==> config.mk <==
export PLATFORM = sky130hd
export DESIGN_NAME = sseg_page_sched
export DESIGN_NICKNAME = d
export VERILOG_FILES = /design/src/rtl/sseg_page_sched.sv
export SDC_FILE = /design/constraint.sdc
export NUM_CORES = 1
export LEC_CHECK = 0
export BUFFER_PORTS_ARGS = -buffer_cell sky130_fd_sc_hd__buf_2
export CORE_MARGIN = 2
export CORE_UTILIZATION = 55
export CTS_BUF_LIST = sky130_fd_sc_hd__clkbuf_8
export DETAILED_ROUTE_END_ITERATION = 8
export HOLD_SLACK_MARGIN = 0.03
export PLACE_DENSITY = 0.75
export REMOVE_ABC_BUFFERS = 1
export SETUP_SLACK_MARGIN = 0.4
export SLEW_MARGIN = 20
export SYNTH_ARGS = -nofsm -noshare
export SYNTH_HDL_FRONTEND = slang
export SYNTH_SLANG_ARGS = --single-unit
==> constraint.sdc <==
create_clock -name clk -period 2.06 [get_ports clk]
set_input_delay 0.103 -clock clk [delete_from_list [all_inputs] [get_ports clk]]
set_output_delay 0.103 -clock clk [all_outputs]
set_load 0.01 [all_outputs]
==> src/rtl/sseg_page_sched.sv <==
// Page scheduler for the 4-digit seven-segment driver: rotates through enabled page
// configs with a fixed dwell and lets a one-shot alert pre-empt the rotation.
module sseg_page_sched #(
  parameter int unsigned DWELL       = 100_000_000,
  parameter int unsigned ALERT_DWELL = 200_000_000
) (
  input  logic        clk,
  input  logic        rst,
  input  logic        wr_en,
  input  logic [1:0]  wr_page,
  input  logic [13:0] wr_cnt1,
  input  logic [6:0]  wr_cnt2,
  input  logic [1:0]  wr_mode,
  input  logic        wr_sign,
  input  logic        wr_dp_en,
  input  logic [1:0]  wr_dp_sel,
  input  logic [3:0]  page_mask,
  input  logic        alert_req,
  input  logic [13:0] alert_cnt1,
  output logic        alert_ack,
  output logic        alert_busy,
  output logic [1:0]  cur_page,
  output logic [13:0] cnt1,
  output logic [6:0]  cnt2,
  output logic        valid,
  output logic        dp_en,
  output logic [1:0]  dp_sel,
  output logic [1:0]  mod_sel,
  output logic        sign,
  output logic [1:0]  fsm_state
);

  localparam int unsigned MAXD = (DWELL > ALERT_DWELL) ? DWELL : ALERT_DWELL;
  localparam int CW = $clog2(MAXD);
  localparam logic [CW-1:0] DWELL_LAST = CW'(DWELL - 1);
  localparam logic [CW-1:0] ALERT_LAST = CW'(ALERT_DWELL - 1);

  typedef enum logic [1:0] {
    S_IDLE  = 2'd0,
    S_SHOW  = 2'd1,
    S_ALERT = 2'd2
  } state_t;

  typedef struct packed {
    logic [13:0] cnt1;
    logic [6:0]  cnt2;
    logic [1:0]  mode;
    logic        sign;
    logic        dp_en;
    logic [1:0]  dp_sel;
  } page_t;

  state_t         state;
  page_t          pages [4];
  page_t          wr_cfg;
  logic [CW-1:0]  dwell_cnt;
  logic [13:0]    alert_val;

  assign fsm_state = state;

  // Next enabled page after cur, wrapping; returns cur when it is the only one set.
  function automatic logic [1:0] next_page(input logic [1:0] cur, input logic [3:0] mask);
    logic [1:0] idx;
    next_page = cur;
    for (int i = 3; i >= 1; i--) begin
      idx = cur + 2'(i);
      if (mask[idx]) next_page = idx;
    end
  endfunction

  function automatic logic [1:0] first_page(input logic [3:0] mask);
    first_page = 2'd0;
    for (int i = 3; i >= 0; i--) begin
      if (mask[i]) first_page = 2'(i);
    end
  endfunction

  always_comb begin
    wr_cfg.cnt1   = wr_cnt1;
    wr_cfg.cnt2   = wr_cnt2;
    wr_cfg.mode   = wr_mode;
    wr_cfg.sign   = wr_sign;
    wr_cfg.dp_en  = wr_dp_en;
    wr_cfg.dp_sel = wr_dp_sel;
    case (wr_mode)
      2'b00: wr_cfg.cnt1 = {6'd0, wr_cnt1[7:0]};
      2'b01: begin
        if (wr_cnt1 > 14'd99) wr_cfg.cnt1 = 14'd99;
        if (wr_cnt2 > 7'd99)  wr_cfg.cnt2 = 7'd99;
      end
      2'b10: if (wr_cnt1 > 14'd9999) wr_cfg.cnt1 = 14'd9999;
      default: ;
    endcase
  end

  always_ff @(posedge clk) begin
    if (rst) begin
      for (int i = 0; i < 4; i++) pages[i] <= '0;
    end else if (wr_en) begin
      pages[wr_page] <= wr_cfg;
    end
  end

  // Handshake: alert_req is a level held by the requester until alert_ack, which is a
  // single-cycle grant issued on the edge the FSM enters ALERT.
  always_ff @(posedge clk) begin
    if (rst) begin
      state      <= S_IDLE;
      cur_page   <= 2'd0;
      dwell_cnt  <= '0;
      alert_val  <= 14'd0;
      alert_ack  <= 1'b0;
      alert_busy <= 1'b0;
      cnt1       <= 14'd0;
      cnt2       <= 7'd0;
      valid      <= 1'b0;
      dp_en      <= 1'b0;
      dp_sel     <= 2'd0;
      mod_sel    <= 2'd0;
      sign       <= 1'b0;
    end else begin
      alert_ack <= 1'b0;

      // Display registers follow the state one cycle behind.
      case (state)
        S_SHOW: begin
          cnt1    <= pages[cur_page].cnt1;
          cnt2    <= pages[cur_page].cnt2;
          mod_sel <= pages[cur_page].mode;
          sign    <= pages[cur_page].sign;
          dp_en   <= pages[cur_page].dp_en;
          dp_sel  <= pages[cur_page].dp_sel;
          valid   <= 1'b1;
        end
        S_ALERT: begin
          cnt1    <= alert_val;
          cnt2    <= 7'd0;
          mod_sel <= 2'b10;
          sign    <= 1'b0;
          dp_en   <= 1'b0;
          dp_sel  <= 2'd0;
          valid   <= 1'b1;
        end
        default: valid <= 1'b0;
      endcase

      case (state)
        S_IDLE, S_SHOW: begin
          if (alert_req && !alert_busy) begin
            state      <= S_ALERT;
            alert_ack  <= 1'b1;
            alert_busy <= 1'b1;
            alert_val  <= (alert_cnt1 > 14'd9999) ? 14'd9999 : alert_cnt1;
            dwell_cnt  <= '0;
          end else if (page_mask == 4'd0) begin
            state <= S_IDLE;
          end else if (state == S_IDLE) begin
            state     <= S_SHOW;
            cur_page  <= first_page(page_mask);
            dwell_cnt <= '0;
          end else if (dwell_cnt == DWELL_LAST || !page_mask[cur_page]) begin
            cur_page  <= next_page(cur_page, page_mask);
            dwell_cnt <= '0;
          end else begin
            dwell_cnt <= dwell_cnt + CW'(1);
          end
        end
        S_ALERT: begin
          if (dwell_cnt == ALERT_LAST) begin
            state      <= (page_mask != 4'd0) ? S_SHOW : S_IDLE;
            alert_busy <= 1'b0;
            dwell_cnt  <= '0;
          end else begin
            dwell_cnt <= dwell_cnt + CW'(1);
          end
        end
        default: state <= S_IDLE;
      endcase
    end
  end

endmodule

== After elaboration in Yosys (flattened, before gate mapping) ==
Memory sizes are Yosys's and may differ from the RTL's. A register that Yosys moved wholly into a read port is not among the register bits.
Index checks and enable logic that the tools add are counted.
Storage, ports and cells
  logic and storage cells: 116
  RAM bits: 108
  memories kept: 1
  output and inout bits: 34
  register bits after elaboration: 76
  input port bits: 51
Memory list
  pages: words 4, bits a word 27, read ports 1, clocked after Yosys merged registers in 1, write ports 4, RTL line 54  | page_t pages [4];
Cells by class
  equality and inequality tests: 10
  bitwise logic cells: 3
  muxes and demuxes: 56
  $add $sub $neg: 4
  reductions and logical operators: 21
  order comparisons: 8
Operator list (count)
  28-bit 2-to-1 mux: 5
  28-bit one-hot mux with 2 select lines: 1
  14-bit 2-to-1 mux: 3
  14-bit one-hot mux with 3 select lines: 1
  2-bit 2-to-1 mux: 16
  28-bit by 1-bit adder with 28-bit output (second input constant): 1
  28-bit by 27-bit equality test with 1-bit output (second input constant): 1
  28-bit equality test (second input constant): 1
  14-bit greater-than comparator (second input constant): 2
  14-bit one-hot mux with 2 select lines: 1
  27-bit 2-to-1 mux: 1
  27-bit OR reduction: 1
  1-bit 2-to-1 mux: 15
  14-bit by 7-bit greater-than comparator with 1-bit output (second input constant): 1
  7-bit 2-to-1 mux: 2
  7-bit one-hot mux with 2 select lines: 1
  2-bit by 3-bit less-than comparator with 1-bit output (second input constant): 4
  2-bit one-hot mux with 2 select lines: 3
  1-bit binary-select mux with 2-bit select: 4
  4-bit nonzero test: 2
  7-bit greater-than comparator (second input constant): 1
  1-bit one-hot mux with 2 select lines: 3
  2-bit AND reduction: 3
  2-bit nonzero test: 3
  16 further kinds: 26

== Logic depth before layout (Yosys ltp) ==
  word-level depth: 10
  mapped depth: 10
  depth with buffers taken out: 7

== Least setup slack after synthesis ==
OpenSTA, ideal clock, no wires.
  kind: reg-to-reg
  start: register state[0], in the netlist fsm_state[0]
  end: register dwell_cnt[24]
  data required time: 1.990 ns
  period minus slack after synthesis: 2.258 ns
  buffers on the path: 2
  setup slack: -0.198 ns
  arrival: 2.188 ns
  stages on the path, launching flop included: 10
  library setup time: 0.070 ns
  cell sequence: dfxtp_1 -> inv_1 -> ha_1 -> clkbuf_1 -> nor2_1 -> o31ai_1 -> or3_1 -> clkbuf_1 -> or4_1 -> a21oi_1
On the way
  longest elaborated chain between the ends: 5
  elaborated cells on any way between the ends: 11
  those cells by class: eq/ne (3); mux (4); reduce/logical (4)
RTL lines
  start: declaration: RTL line 53  | state_t state;
  start signal: assignment: RTL line 170  | state <= (page_mask != 4'd0) ? S_SHOW : S_IDLE;
  2-bit logical NOT: RTL line 147, 157
  28-bit 2-to-1 mux: RTL line 157  | end else if (state == S_IDLE) begin
  28-bit 2-to-1 mux: RTL line 155  | end else if (page_mask == 4'd0) begin
  28-bit 2-to-1 mux: RTL line 149  | if (alert_req && !alert_busy) begin
  28-bit one-hot mux with 2 select lines: RTL line 147  | case (state)
  end signal: assignment: RTL line 165  | dwell_cnt <= dwell_cnt + CW'(1);
  end signal: assignment: RTL line 174  | dwell_cnt <= dwell_cnt + CW'(1);
  end: declaration: RTL line 56  | logic [CW-1:0] dwell_cnt;
Parallel ways exist; a longest one is shown, timed or not. The select of a mux whose other input is x is not followed.
A chain may end at the register's enable or synchronous reset.

== Worst setup path in the final report ==
  start: register dwell_cnt[13]
  end: register dwell_cnt[19]
On the way
  longest elaborated chain between the ends: 7
  elaborated cells on any way between the ends: 10
  those cells by class: add/sub (1); eq/ne (2); mux (6); reduce/logical (1)
RTL lines (RTL line)
  parallel branches: the longest is 6 deep, another holds 28-bit by 1-bit adder with 28-bit output
  28-bit one-hot mux with 2 select lines *: 147
Every way passes the cells marked *. The select of a mux whose other input is x is not followed.

==> flow_metrics.tcl <==
set metrics [dict create \
    status "finished clean" \
    use_met2 0.454 \
    initial_core_util 0.557 \
    start_kind "register" \
    cts_sinks 186 \
    dp.cells 1020 \
    ys_async_sr_fraction 0 \
    worst-path-buf-inv 2 \
    cts_made_buffers 17 \
    nNetsFinal 952 \
    peakVddDrop_mv 0.795 \
    grt-busiest-layer "met2" \
    ys_warn_count 0 \
    grt_pass1_wl_um 32800 \
    fmax_mhz 500 \
    met3_usage 0.0674 \
    slew_violations 0 \
    seq_area_frac_synth 0.574 \
    avgSynthCellArea_um2 11.3 \
    grt.overflow.total 0 \
    place_area_um2 9280 \
    crit_fanout 8 \
    fill_cells 1047 \
    ys.flop_type "edfxtp_1" \
    power_w 0.0117 \
    portBuffers 84 \
    syn_inst 740 \
    synth_edf_count 108 \
    rows 45 \
    yosys.cell_types.count 60 \
    tightest_slew_ns 0.688 \
    netlist_area_um2 8370 \
    r2r_setup_slack_ns 0.06 \
    fin_hold_ws_ns 0.0635 \
    wl_per_cell_um 19.8 \
    design.core.area_um2 15000 \
    grt_pass1_vias 6500 \
    drive_above_1_share 0.315 \
    p_leak_nw 3.89 \
    slowest_stage "or4b_4" \
    via_count 6500 \
    fin_skew_ns 0.0124 \
    cp.depth 7 \
    final_cells 1097 \
    areaGrowthSynthToFinish_pct 24.6 \
    crit_family "simple AND/OR/NAND/NOR gates" \
    drc 0 \
    wirelength_um 21700 \
    rr_worst_depth 7 \
    r2r-start "dwell_cnt[13]" \
    crit_chain "or4b_4 -> nor4_4 -> a21boi_4 -> a211oi_4 -> buf_6 -> buf_8 -> nor2_2" \
    worstPathArrival_ns 2.39 \
    cts_tree "done" \
    die_w_um 127 \
    post-route-util 0.694 \
    path_clk_slew_ns 0.11 \
    firstDrtPassIters 5 \
    relSlewSlack 0.538 \
    grt_setup_unrepaired "true" \
    h-tree-depth 4 \
    setup_viol 0 \
    grt_usage 0.265 \
    worstSetupEndpoint "dwell_cnt[19]" \
    drtIter0Drc 620 \
    die_y_um 127 \
    startpoint "dwell_cnt[13]" \
    post-route-cell-area_um2 10400 \
    hp-class "primary input to register" \
    min_period_ns 2.00 \
    detail-route-antenna-nets 0 \
    post-route-period-util 0.971 \
    grt_util_met1 0.325 \
    cp_slowest_stage_delay_ns 0.55 \
    clk_path_buf_depth 2 \
    p_per_area_nw_per_um2 1120 \
    crit_required_ns 2.45 \
    gp_congestion 0.889 \
    grt_antenna_before_repair 1 \
    synth-seq-cells 186 \
    pin_count 85 \
    worstSetupEndpointType "register" \
    dp_hpwl_um 13600 \
    r2r-end "dwell_cnt[19]" \
    insertion_delay_ns 0.49 \
    die-area_um2 16200 \
    hold_viol 0 \
    grt_max_degree 34 \
    crit_type "register to register" \
    max_cap_viol_count 0 \
    avgViaCountPerCell 5.93 \
    clockRootBuffer "clkbuf_8" \
]
[report_power, final]
part / switching [W] / internal (W)
Clock: 0.00148 / 0.00103
Sequential: 0.000267 / 0.00444
Combinational: 0.00240 / 0.00210
[kinds of logic after synthesis]
logic type      synth area share
simple gates               0.187
flops                      0.574
compound gates            0.0764
mux                       0.0945
fa+ha+maj                0.00897
xor+xnor                  0.0262
buf+inv                   0.0326
[timing repair]
| action | 4_1_cts | 5_1_grt |
|---|---|---|
| endpoints found under the setup margin | 60 | 68 |
| endpoints found under the hold margin | 73 | 0 |
| gates cloned | 2 | 1 |
| pin swaps | 25 | 10 |
| buffers inserted | 7 | 4 |
| gates resized for setup | 41 | 45 |
| hold buffers | 30 | 0 |
[per-layer routing]
metal	vias up	part of all wire
met4	0	0.024
li1	2993	-
met5	-	0
met2	227	0.52
met3	50	0.063
met1	3230	0.39
[worst reg2reg max path: cells and delay by family (launching register included)]
kind | cells | cell delay (ns)
AND/OR/NAND/NOR | 3 | 0.84
AO/OA/AOI/OAI | 2 | 0.42
flip-flops | 1 | 0.34
buffers and inverters | 2 | 0.30
[worst min-delay path by stage]
| stage | start | end | slack [ns] | cells past startpoint |
|---|---|---|---|---|
| floorplan | rst | alert_val[11] | 0.17 | 1 |
| global placement | alert_cnt1[7] | alert_val[7] | 0.35 | 3 |
| detailed placement | alert_cnt1[7] | alert_val[7] | 0.36 | 3 |
| CTS | wr_cnt1[13] | pages[1][26] | 0.03 | 3 |
| global route | wr_cnt1[5] | pages[2][18] | 0.06 | 3 |
| finish | wr_cnt1[13] | pages[1][26] | 0.06 | 3 |
[cell usage in the layout, fill, tap and decap left out, drive strengths merged, types with 8 or more instances in the layout]
master and n:
nand2 36, o221a 8, mux2i 16, and2 22
o21ai 13, clkbuf 18, inv 31, xnor2 21
nor4 16, and3 11, mux4 28, nor2b 17
a21oi 26, nand3 16, edfxtp 108, a211oi 17
dfxtp 78, buf 149, dlygate4sd3 30, nor2 153
nand4 9, nor3 12
[state kept, by name, indices dropped and copies added, names as in the netlist, named ones only]
name	count
dwell_cnt	28
cnt2	7
dp_en	1
valid	1
pages	108
fsm_state	2
sign	1
mod_sel	2
cur_page	2
cnt1	14
dp_sel	2
alert_ack	1
alert_val	14
alert_busy	1
[layout make-up]
type,count,area [µm²],share of cell area
multi-input cells,488,3550,0.340
inverters,22,82.6,0.00792
diodes,1,2.50,0.000240
clock buffers,17,234,0.0224
repair buffers,180,1330,0.127
clock inverters,15,171,0.0164
well taps,188,235,0.0226
flip-flops and latches,186,4830,0.463
[synth_stat cells (all sizes together), types with 2 or more instances]
cell	count	area, µm²
dfxtp	78	1560
or4	6	45.0
o311ai	2	17.5
and3	11	68.8
mux2i	16	160
nand2b	3	18.8
nor4	16	106
buf	11	66.3
nand2	36	135
nor2	153	587
o21ai	13	65.1
o22ai	2	12.5
and4	2	17.5
o221a	8	90.1
o31ai	4	30.0
xor2	4	35.0
nor4b	3	26.3
or3	6	38.8
nand3b	3	22.5
nand4	9	56.3
a31oi	3	18.8
nor3	12	60.1
ha	6	75.1
a21oi	26	130
nor2b	17	106
edfxtp	108	3240
clkbuf	33	124
or2	2	12.5
a211oi	17	140
nand3	16	80.1
and2	22	138
inv	21	78.8
a22oi	4	30.0
mux4	28	631
a21boi	2	18.8
xnor2	21	184
[through the flow]
step	setup TNS (ns)	setup slack (ns)
after floorplan	-48.70	-0.735
after global placement	0	0.0896
after detailed placement	-0.00583	-0.00583
after CTS	0	0.0891
after global routing	0	0.0108
final	0	0.0588
Note: power is estimated with default switching activity, not from simulation.
